**config.mk**
```make
export PLATFORM = sky130hd
export DESIGN_NAME = sr_flag_arbiter
export DESIGN_NICKNAME = d
export VERILOG_FILES = /design/src/rtl/sr_flag_arbiter_pkg.sv /design/src/rtl/sr_flag_arbiter_rr_arbiter.sv /design/src/rtl/sr_flag_arbiter.sv
export SDC_FILE = /design/constraint.sdc
export NUM_CORES = 1
export LEC_CHECK = 0
export ABC_AREA = 1
export CAP_MARGIN = 15
export CORE_MARGIN = 2
export CORE_UTILIZATION = 50
export CTS_BUF_LIST = sky130_fd_sc_hd__clkbuf_16
export DETAILED_ROUTE_END_ITERATION = 7
export PLACE_DENSITY = 0.89
export SYNTH_ARGS = -nofsm -noshare
export SYNTH_HDL_FRONTEND = slang
export SYNTH_HIERARCHICAL = 1
export SYNTH_SLANG_ARGS = --single-unit
```
**constraint.sdc**
```tcl
create_clock -name CLK -period 6.64 [get_ports CLK]
set_clock_uncertainty 0.15 [all_clocks]
set_input_delay 1.328 -clock CLK [delete_from_list [all_inputs] [get_ports CLK]]
set_output_delay 1.328 -clock CLK [all_outputs]
set_load 0.1 [all_outputs]
```
**src/rtl/sr_flag_arbiter_pkg.sv**
```systemverilog
// Shared definitions for the SR flag arbiter: command op encodings and FSM state type.
package sr_flag_arbiter_pkg;

    localparam logic [1:0] OP_NOP    = 2'b00;
    localparam logic [1:0] OP_CLEAR  = 2'b01;
    localparam logic [1:0] OP_SET    = 2'b10;
    localparam logic [1:0] OP_TOGGLE = 2'b11;

    typedef enum logic [1:0] {
        ST_IDLE  = 2'b00,
        ST_DRIVE = 2'b01,
        ST_CHECK = 2'b10
    } state_t;

endpackage

```
**src/rtl/sr_flag_arbiter_rr_arbiter.sv**
```systemverilog
// Round-robin picker: grants the first asserted request at or after the priority pointer.
module rr_arbiter
    import sr_flag_arbiter_pkg::*;
#(
    parameter int unsigned N  = 4,
    parameter int unsigned GW = $clog2(N)
) (
    input  logic [N-1:0]  req,
    input  logic [GW-1:0] ptr,
    output logic [N-1:0]  grant,
    output logic [GW-1:0] id
);

    always_comb begin
        logic          found;
        logic [GW-1:0] k;
        grant = '0;
        id    = '0;
        found = 1'b0;
        k     = '0;
        for (int unsigned i = 0; i < N; i++) begin
            k = GW'((32'(ptr) + i) % N);
            if (!found && req[k]) begin
                found    = 1'b1;
                grant[k] = 1'b1;
                id       = k;
            end
        end
    end

endmodule

```
**src/rtl/sr_flag_arbiter.sv**
```systemverilog
// Round-robin controller driving a shared bank of SR flip-flops one flag at a time.
// Define SR_FLAG_ARBITER_VERIFY_EN to add a CHECK state that reads Q back after each write.
module sr_flag_arbiter
    import sr_flag_arbiter_pkg::*;
#(
    parameter int unsigned NFLAGS = 8,
    parameter int unsigned NREQ   = 4,
    parameter int unsigned IW     = $clog2(NFLAGS),
    parameter int unsigned GW     = $clog2(NREQ)
) (
    input  logic                 CLK,
    input  logic                 RST_N,
    input  logic [NREQ-1:0]      req_valid,
    output logic [NREQ-1:0]      req_ready,
    input  logic [2*NREQ-1:0]    req_op,
    input  logic [IW*NREQ-1:0]   req_idx,
    output logic [NFLAGS-1:0]    S,
    output logic [NFLAGS-1:0]    R,
    input  logic [NFLAGS-1:0]    Q,
    output logic                 done,
    output logic [GW-1:0]        done_id,
    output logic                 err
);

    state_t            state, state_n;
    logic [GW-1:0]     ptr, ptr_n;
    logic [NREQ-1:0]   grant;
    logic [GW-1:0]     gid;
    logic              any;
    logic [1:0]        op_sel;
    logic [IW-1:0]     idx_sel;
    logic              q_sel;

    logic [IW-1:0]     idx_q, idx_n;
    logic [GW-1:0]     id_q, id_n;
    logic              oor_q, oor_n;
`ifdef SR_FLAG_ARBITER_VERIFY_EN
    logic              exp_q, exp_n;
`endif

    logic [NFLAGS-1:0] s_n, r_n;
    logic              done_n, err_n;
    logic [GW-1:0]     done_id_n;

    // Out-of-range indices decode to an all-zero vector, which makes them behave as NOP.
    function automatic logic [NFLAGS-1:0] flag_onehot(input logic [IW-1:0] i);
        logic [NFLAGS-1:0] v;
        v = '0;
        for (int unsigned f = 0; f < NFLAGS; f++) begin
            v[f] = (32'(i) == f);
        end
        return v;
    endfunction

    function automatic logic flag_bit(input logic [NFLAGS-1:0] v, input logic [IW-1:0] i);
        return |(v & flag_onehot(i));
    endfunction

    rr_arbiter #(
        .N  (NREQ),
        .GW (GW)
    ) u_rr (
        .req   (req_valid),
        .ptr   (ptr),
        .grant (grant),
        .id    (gid)
    );

    assign any       = |grant;
    assign req_ready = (state == ST_IDLE) ? grant : '0;

    always_comb begin
        op_sel  = OP_NOP;
        idx_sel = '0;
        for (int unsigned i = 0; i < NREQ; i++) begin
            if (gid == GW'(i)) begin
                op_sel  = req_op[2*i +: 2];
                idx_sel = req_idx[IW*i +: IW];
            end
        end
    end

    always_comb begin
        state_n   = state;
        ptr_n     = ptr;
        idx_n     = idx_q;
        id_n      = id_q;
        oor_n     = oor_q;
`ifdef SR_FLAG_ARBITER_VERIFY_EN
        exp_n     = exp_q;
`endif
        s_n       = '0;
        r_n       = '0;
        done_n    = 1'b0;
        err_n     = 1'b0;
        done_id_n = done_id;
        q_sel     = flag_bit(Q, idx_sel);

        case (state)
            ST_IDLE: begin
                if (any) begin
                    idx_n   = idx_sel;
                    id_n    = gid;
                    oor_n   = !(32'(idx_sel) < NFLAGS);
                    ptr_n   = (gid == GW'(NREQ - 1)) ? '0 : gid + GW'(1);
                    state_n = ST_DRIVE;
                    case (op_sel)
                        OP_SET:    s_n = flag_onehot(idx_sel);
                        OP_CLEAR:  r_n = flag_onehot(idx_sel);
                        OP_TOGGLE: begin
                            if (q_sel) r_n = flag_onehot(idx_sel);
                            else       s_n = flag_onehot(idx_sel);
                        end
                        default: ;
                    endcase
`ifdef SR_FLAG_ARBITER_VERIFY_EN
                    case (op_sel)
                        OP_SET:    exp_n = 1'b1;
                        OP_CLEAR:  exp_n = 1'b0;
                        OP_TOGGLE: exp_n = ~q_sel;
                        default:   exp_n = q_sel;
                    endcase
`endif
                end
            end
            ST_DRIVE: begin
`ifdef SR_FLAG_ARBITER_VERIFY_EN
                state_n   = ST_CHECK;
`else
                state_n   = ST_IDLE;
                done_n    = 1'b1;
                err_n     = oor_q;
                done_id_n = id_q;
`endif
            end
`ifdef SR_FLAG_ARBITER_VERIFY_EN
            ST_CHECK: begin
                state_n   = ST_IDLE;
                done_n    = 1'b1;
                err_n     = oor_q | (flag_bit(Q, idx_q) != exp_q);
                done_id_n = id_q;
            end
`endif
            default: state_n = ST_IDLE;
        endcase
    end

    always_ff @(posedge CLK or negedge RST_N) begin
        if (!RST_N) begin
            state   <= ST_IDLE;
            ptr     <= '0;
            idx_q   <= '0;
            id_q    <= '0;
            oor_q   <= 1'b0;
`ifdef SR_FLAG_ARBITER_VERIFY_EN
            exp_q   <= 1'b0;
`endif
            S       <= '0;
            R       <= '0;
            done    <= 1'b0;
            err     <= 1'b0;
            done_id <= '0;
        end else begin
            state   <= state_n;
            ptr     <= ptr_n;
            idx_q   <= idx_n;
            id_q    <= id_n;
            oor_q   <= oor_n;
`ifdef SR_FLAG_ARBITER_VERIFY_EN
            exp_q   <= exp_n;
`endif
            S       <= s_n;
            R       <= r_n;
            done    <= done_n;
            err     <= err_n;
            done_id <= done_id_n;
        end
    end

endmodule

```
# Yosys cells after proc, flatten, opt, wreduce, memory -nomap -nowiden
# Cells that the tools add are included.
# word_totals
latch_bits	0
in_bits	34
romBits	0
register_bits	25
ramBits	0
n_memories	0
output_inout_bits	24
# op_classes
n_reduce_logical	16
shift	0
n_addsub	4
order_cmp	8
eq_ne	15
mux	48
n_div	0
n_bitwise	4
multipliers	0
# op_table
cell	count
$mux W8	6
$pmux W8 S2	2
$mux W2	11
$mux W4	5
$eq A3 B3 Y1 const B	4
$lt A2 B3 Y1 const B	4
$mux W1	12
$mux W3	4
$or A4 B4 Y4	3
$and A8 B8 Y8	1
$bmux W1 S2	4
$demux W1 S2	4
$eq A2 B2 Y1 const B	4
$ge A2 B1 Y1 const B	4
$reduce_or A8 Y1	1
$logic_and A1 B1 Y1	7
$eq A2 B1 Y1 const B	3
$eq A3 B2 Y1 const B	2
$add A2 B1 Y2 const B	2
$add A2 B2 Y2 const B	2
$logic_not A2 Y1	2
$reduce_or A4 Y1	1
$eq A3 B1 Y1 const B	1
$logic_not A1 Y1	3
other kinds (3)	3

# Longest topological paths before layout
# Gate-level depths: netlist of the first run.
# logic_depth
ltp_word	24
depth_mapped	25
ltp_nobuf	24

# By module
# The synthesis of the first run kept the hierarchy.
# modules_own_cells
module	area_each_um2	instances	cells_each
sr_flag_arbiter	1295.0	1	147
rr_arbiter	515.5	1	82

# Least setup slack after synthesis of the first run
# Ideal clock, no wire load.
# synth_timing
path_type	input port to output port
from	in req_valid[3]
to	out req_ready[3]
required_ns	5.162
arrival_time_ns	3.275
stages	9
n_path_buf	0
slack_ns	1.887
path_cell_list	inv_1 -> nand2_1 -> nand3_4 -> nand2_8 -> nor2_8 -> nand3_1 -> nand3_1 -> inv_1 -> nor2_1
# synth_between
elab_chain_cells	13
# synth_lines
item	line	rtl
start, declared	sr_flag_arbiter.sv:13	input logic [NREQ-1:0] req_valid,
$bmux W1 S2	sr_flag_arbiter_rr_arbiter.sv:23	if (!found && req[k]) begin
$mux W1 (implied by the code)	sr_flag_arbiter_rr_arbiter.sv:23	
$mux W1	sr_flag_arbiter_rr_arbiter.sv:23	
$logic_not A1 Y1	sr_flag_arbiter_rr_arbiter.sv:23	
$logic_and A1 B1 Y1	sr_flag_arbiter_rr_arbiter.sv:23	
$mux W1	sr_flag_arbiter_rr_arbiter.sv:23	
$logic_not A1 Y1	sr_flag_arbiter_rr_arbiter.sv:23	
$logic_and A1 B1 Y1	sr_flag_arbiter_rr_arbiter.sv:23	
$mux W1	sr_flag_arbiter_rr_arbiter.sv:23	
$logic_not A1 Y1	sr_flag_arbiter_rr_arbiter.sv:23	
$logic_and A1 B1 Y1	sr_flag_arbiter_rr_arbiter.sv:23	
$mux W4 (*)	sr_flag_arbiter_rr_arbiter.sv:23	
named net grant[3]	sr_flag_arbiter.sv:27	logic [NREQ-1:0] grant;
$mux W4 (*)	sr_flag_arbiter.sv:70	assign req_ready = (state == ST_IDLE) ? grant : '0;
end, declared	sr_flag_arbiter.sv:14	output logic [NREQ-1:0] req_ready,
# The timed path passes the listed nets; every way through them passes the cells marked *. The select of a mux whose other input is x is not followed.

# Final worst setup path of the first run
# layout_timing
from	in req_valid[3]
to	out req_ready[1]
# Same word-level chain as after synthesis.

==> impl_metrics.csv, run 1 <==
group,metric,value,unit
status,status,"finished clean",
setup_path,critPathMaxFanout,9,
sta,maxSlewHeadroom,32.76,%
sta,final_max_slew_viol_count,0,
setup_path,critPathRequiredTime,5.16,ns
logic_synthesis,yosys.area_share.adder,6.220,%
cts,hold_buffers,0,
setup_path,rr_worst_depth,22,
global_route,grt_max_degree,25,
drt,dr.first_iter.drc_count,61,
floorplan,placementRows,21,
drt,detail-route-antenna-nets,0,
drt,num_vias,1711,
cts,cts_buffers,3,
placement,dpl.hpwl,3127,um
finish,drive_gt1_share,15.90,%
flow_run,max_cap_violations,0,
logic_synthesis,async_reset_ff_share,100.0,%
placement,io_buffers,56,
global_route,grt_usage,20.49,%
logic_synthesis,synth-simple-area-share,40.22,%
global_route,grt_pass1_vias,1574,
setup_path,arrival,3.89,ns
drt,wl_per_cell,12.09,um
drt,wl_met3,217,um
sta,finalCritPeriodShare,80.84,%
sta,fin_crit,5.368,ns
global_route,grt_pass1_wl,6803,um
logic_synthesis,synth_cell_types,35,
logic_synthesis,ys_seq_area_share,33.17,%
setup_path,endpoint_kind,"output port",
cts,path_clk_slew,0.06,ns
sta,setup_violations,0,
logic_synthesis,syn_area,1810,um^2
setup_path,worstReg2RegEnd,"R[4]",
finish,syn2layout_area_growth,37.46,%
logic_synthesis,syn_inst,229,
min_path,hold_depth,2,
min_path,min_from,"id_q[1]",
logic_synthesis,synth-main-ff-cell,"dfrtp_1",
sta,whs,0.3517,ns
setup_path,r2r_slack,2.71,ns
sta,tns,0,ns
placement,dp_cells,325,
drt,dr.pass1.iters,4,
cts,cts_sinks,24,
drt,via_per_inst,5.201,
min_path,min_to,"id_q[1]",
finish,utilization,72.86,%
finish,nets,327,
finish,n_fill_cell,276,
floorplan,coreArea,3416,um^2
finish,diodes,0,
setup_path,setup.worst_path.start_class,"input pin",
cts,cts-root-buf,"clkbuf_16",
logic_synthesis,synth_top_family_by_area,"simple AND/OR/NAND/NOR gates",
global_route,overflow,0,
logic_synthesis,synth_edf_count,0,
floorplan,pin_count,58,
finish,stdcell_count,329,
drt,met2_length,1918,um
drt,top_layer,"met4",
setup_path,path_class,"input pin to output port",
sta,max_clock_freq,186.3,MHz
sta,worst_slew_pin_slew,1.005,ns
logic_synthesis,synth_fp_nets,272,
cts,cts_max_level,1,
setup_path,reg2reg_from,"ptr[0]",
cts,clk_latency,0.25,ns
floorplan,fp.dieH,64.18,um
placement,gp_congestion,0.9175,
floorplan,dieArea,4118,um^2
drt,drt-met1-wl,1778,um
cts,cts_repair_resize_count,0,
global_route,antenna_found_initial,0,
cts,cts_tree,"done",
floorplan,die-width,64.18,um
logic_synthesis,avgSynthCellArea,7.906,um^2
cts,cts.path.max_buffers,2,
drt,drcViolationCount,0,
sta,hold_viol_final,0,
logic_synthesis,synth_xor_area_share,0,%
drt,wirelength,3979,um
floorplan,initial_core_util,53.00,%
sta,rsz0062_at_grt,"no",
cts,post-cts-setup-buffer-count,0,
logic_synthesis,ys_ff_latch,24,
logic_synthesis,synth-compound-area-share,11.06,%
logic_synthesis,yosys_warnings,6,
min_path,hold_class,"flop to flop",
logic_synthesis,muxShareOfSynthArea,0.6220,%
==> how the worst max path moves through the flow <==
stage,slack [ns],startpoint,depth (start not counted),to
2_1_floorplan,1.89,req_valid[3],9,req_ready[3]
3_3_place_gp,1.36,req_valid[3],11,req_ready[2]
3_5_place_dp,1.30,req_valid[3],11,req_ready[1]
4_1_cts,1.30,req_valid[3],11,req_ready[1]
5_1_grt,1.15,req_valid[1],11,req_ready[1]
6_report,1.27,req_valid[3],11,req_ready[1]
==> synthesized netlist by cell type, drive strengths merged (2+ instances only) <==
| cell type | count | share of area, % |
|---|---|---|
| a21boi | 5 | 2.3 |
| a21oi | 22 | 6.9 |
| buf | 5 | 2.3 |
| dfrtp | 24 | 33 |
| ha | 9 | 6.2 |
| inv | 23 | 5.0 |
| nand2 | 52 | 16 |
| nand3 | 39 | 12 |
| nand4 | 4 | 1.4 |
| nor2 | 32 | 9.9 |
| o21ai | 5 | 1.4 |
| or2 | 2 | 0.69 |
==> critical path, stage by stage <==
cell             delay (ns)
clkdlybuf4s50_1        0.44
inv_1                  0.09
nand2_1                0.08
nand3_4                0.17
nand2_8                0.08
nor2_8                 0.16
nand3_1                0.11
nand3_1                0.13
inv_1                  0.05
nor2_1                 0.10
clkdlybuf4s50_1        1.15
==> cells in the final DEF, fill, tap and decap left out, types with 2 or more instances in the layout <==
cell	synthesis	final
clkdlybuf4s50_1	0	56
a21oi_1	20	20
ha_1	9	9
inv_1	18	18
nor2_1	16	16
or2_0	2	2
o21ai_0	2	2
nand3_1	36	36
nand2_8	3	3
nand2_4	3	3
inv_2	4	4
nor2_2	14	14
dfrtp_1	24	24
nand3_2	2	2
o21ai_1	3	3
nand2_2	6	6
nand4_1	4	4
a21boi_0	4	4
nand2_1	40	40
clkbuf_16	0	3
==> flip-flops by register name, indices dropped and copies added, names as in the netlist <==
| name | flops |
|---|---|
| ptr | 2 |
| id_q | 2 |
| S | 8 |
| state | 1 |
| done | 1 |
| R | 8 |
| done_id | 2 |
==> cell type report <==
| cell class | count | area [um^2] | share of cell area (%) |
|---|---|---|---|
| timing repair buffer | 56 | 560.5 | 22.52 |
| clock buffer | 3 | 75.07 | 3.017 |
| inverter | 24 | 108.9 | 4.374 |
| tap | 46 | 57.56 | 2.313 |
| multi-input combinational | 175 | 1056 | 42.43 |
| clock inverter | 1 | 30.03 | 1.207 |
| sequential | 24 | 600.6 | 24.13 |
==> metal layers <==
| layer | GRT usage, % | up-vias |
|---|---|---|
| met5 | 0 | - |
| li1 | - | 862 |
| met2 | 35.03 | 70 |
| met3 | 2.289 | 7 |
| met1 | 26.67 | 772 |
| met4 | 7.447 | 0 |
==> cells by family (layout without fill, tap and decap cells) <==
kind of cell,Yosys count,count (layout)
other,1,1
AOI/OAI and AO/OA,33,33
muxes,1,1
adders and majority gates,9,9
and+or+nand+nor,131,131
DFF,24,24
buffers and inverters,30,84
==> stage by stage <==
stage	cell area, um^2	setup WS, ns
floorplan	1810	1.887
global placement	2384	1.356
detailed placement	2384	1.298
CTS	2489	1.300
global route	2489	1.149
finish	2489	1.272
Power of run 1 is left out: the tool's default activity adds up to more than one toggle a clock period on the data nets, which glitch-free logic cannot reach.
==> run 2, diff against run 1 <==
--- a/config.mk
+++ b/config.mk
@@ -8,10 +8,10 @@
 export ABC_AREA = 1
 export CAP_MARGIN = 15
 export CORE_MARGIN = 2
-export CORE_UTILIZATION = 50
+export CORE_UTILIZATION = 42
 export CTS_BUF_LIST = sky130_fd_sc_hd__clkbuf_16
 export DETAILED_ROUTE_END_ITERATION = 7
-export PLACE_DENSITY = 0.89
+export PLACE_DENSITY = 0.8
 export SYNTH_ARGS = -nofsm -noshare
 export SYNTH_HDL_FRONTEND = slang
 export SYNTH_HIERARCHICAL = 1
==> constraint.sdc (replaced) <==
create_clock -name CLK -period 4.9 [get_ports CLK]
set_clock_uncertainty 0.15 [all_clocks]
set_input_delay 0.98 -clock CLK [delete_from_list [all_inputs] [get_ports CLK]]
set_output_delay 0.98 -clock CLK [all_outputs]
set_load 0.1 [all_outputs]
==> run 2 against run 1 <==
  * Global-route usage decreased by 3.4 points
  * Die area increased by 18%
  * Via count decreased by 4.0%
  * Cell count rose by 1.2%
  * Core utilization fell by 12 points
  * Worst hold slack improved by 0.00093 ns
  * Wire length fell by 2.4%
  * Sequential share of layout area up 0.097 points
  * Register-to-register slack worse by 1.6 ns
  * First-iteration DRC count grew 54%
  * Worst setup slack worse by 0.30 ns
  * Highest routed layer unchanged
==> impl_metrics.csv, run 2 (synthesis results as in run 1) <==
group,metric,value,unit
status,status,"finished clean",
setup_path,crit_slowest_cell,"clkdlybuf4s50_1",
finish,final_common_cell,"clkdlybuf4s50_1",
setup_path,crit_top_cell,"inv_1",
drt,detail-route-antenna-nets,0,
floorplan,fp.dieH,69.66,um
cts,cts_max_level,1,
sta,finalCritPeriodShare,80.20,%
sta,worst_slew_pin_slew,0.9726,ns
sta,max_clock_freq,254.5,MHz
floorplan,coreArea,4086,um^2
sta,hold_viol_final,0,
drt,wirelength,3885,um
global_route,grt_pass1_wl,6900,um
setup_path,r2r_slack,1.08,ns
finish,stdcell_count,333,
placement,dpl.hpwl,3084,um
drt,drcViolationCount,0,
finish,syn2layout_area_growth,36.90,%
global_route,grt_pass1_vias,1563,
setup_path,critPathRequiredTime,4.89,ns
floorplan,dieArea,4852,um^2
finish,drive_gt1_share,17.31,%
placement,place_ws,0.7053,ns
drt,num_vias,1642,
setup_path,worstReg2RegEnd,"R[6]",
setup_path,setup.worst_path.start_class,"input pin",
sta,setup_violations,0,
sta,fin_crit,3.930,ns
global_route,grt_max_degree,25,
setup_path,rr_worst_depth,22,
cts,cts_tree,"done",
finish,top_regs,"R: 8 flops, S: 8 flops",
sta,final_max_slew_viol_count,0,
drt,via_per_inst,4.931,
cts,cts.path.max_buffers,2,
setup_path,critPathMaxFanout,11,
floorplan,placementRows,23,
sta,rsz0062_at_grt,"no",
flow_run,max_cap_violations,0,
setup_path,crit_chain,"clkdlybuf4s50_1 -> inv_1 -> nand2_1 -> nand3_4 -> nand2_8 -> inv_2 -> o21ai_1 -> nor2_1 -> nor2_1 -> inv_1 -> ha_1 -> inv_2 -> or2_0 -> nand3_2 -> nand2_2 -> inv_1 -> nand3_1 -> nand2_1 -> nor2_2 -> nand2_4 -> nand2_8 -> nor2_2",
global_route,antenna_found_initial,0,
cts,clk_latency,0.25,ns
finish,diodes,0,
finish,nets,328,
cts,cts_repair_resize_count,0,
setup_path,cpPeakStageDelay,0.50,ns
cts,cts_sinks,24,
setup_path,endpoint_kind,"flop",
drt,wl_per_cell,11.67,um
floorplan,pin_count,58,
cts,cts-root-buf,"clkbuf_16",
drt,dr.pass1.iters,4,
global_route,grt_usage,17.07,%
min_path,min_from,"id_q[1]",
sta,maxSlewHeadroom,34.96,%
placement,dp_cells,329,
cts,cts_buffers,3,
sta,worst_slack,0.9700,ns
cts,post-cts-setup-buffer-count,0,
floorplan,die-width,69.66,um
cts,hold_buffers,0,
min_path,hold_class,"flop to flop",
placement,io_buffers,56,
min_path,min_to,"id_q[1]",
drt,dr.first_iter.drc_count,94,
setup_path,path_class,"input pin to flop",
min_path,hold_depth,2,
floorplan,initial_core_util,44.30,%
cts,path_clk_slew,0.05,ns
setup_path,arrival,3.92,ns
sta,tns,0,ns
placement,gp_congestion,0.9010,
global_route,overflow,0,
finish,final_cell_mix,"52 x clkdlybuf4s50_1, 40 x nand2_1, 36 x nand3_1",
setup_path,reg2reg_from,"ptr[0]",
run 2: cell count changes in the layout (fill, tap and decap cells not counted):
cell,before,now
buf_4,0,4
clkdlybuf4s50_1,56,52
bufinv_16,1,0
clkbuf_16,3,4
run 2: layout make-up:
type	instances	area (um^2)
Fill cell	378	1608
Timing Repair Buffer	57	575.6
Clock buffer	3	75.07
Sequential cell	24	600.6
Tap cell	50	62.56
Multi-Input combinational cell	175	1056
Inverter	24	108.9
run 2: per-layer routing:
| metal | up-vias | share of wire, % | track usage [%] |
|---|---|---|---|
| met5 | - | 0 | 0 |
| met4 | 0 | 1.1 | 5.769 |
| met3 | 4 | 4.7 | 2.035 |
| met2 | 55 | 45 | 26.60 |
| met1 | 725 | 49 | 24.57 |
| li1 | 858 | - | - |
run 2: per-stage QoR:
step                      cell area [um^2]  utilization [%]  hold WS, ns
after floorplan                       1810                -       0.2019
after global placement                2379            58.21       0.3302
after detailed placement              2379            58.21       0.3328
after CTS                             2454            60.04       0.3466
after global routing                  2479            60.66       0.3661
final                                 2479            60.66       0.3527
run 2: worst max-delay path by stage:
stage,startpoint,endpoint
floorplan,req_valid[3],req_ready[3]
global placement,req_valid[3],R[0]
detailed placement,req_valid[3],R[6]
CTS,req_valid[3],S[0]
global route,ptr[0],S[0]
finish,req_valid[3],R[6]
run 2: worst max-delay path, delay by kind of cell:
family          cells  cell delay, ns
compound gates      1            0.07
simple gates       14            1.66
buf+inv             6            0.92
fa+ha+maj           1            0.28
Power of run 2 is left out for the same reason.
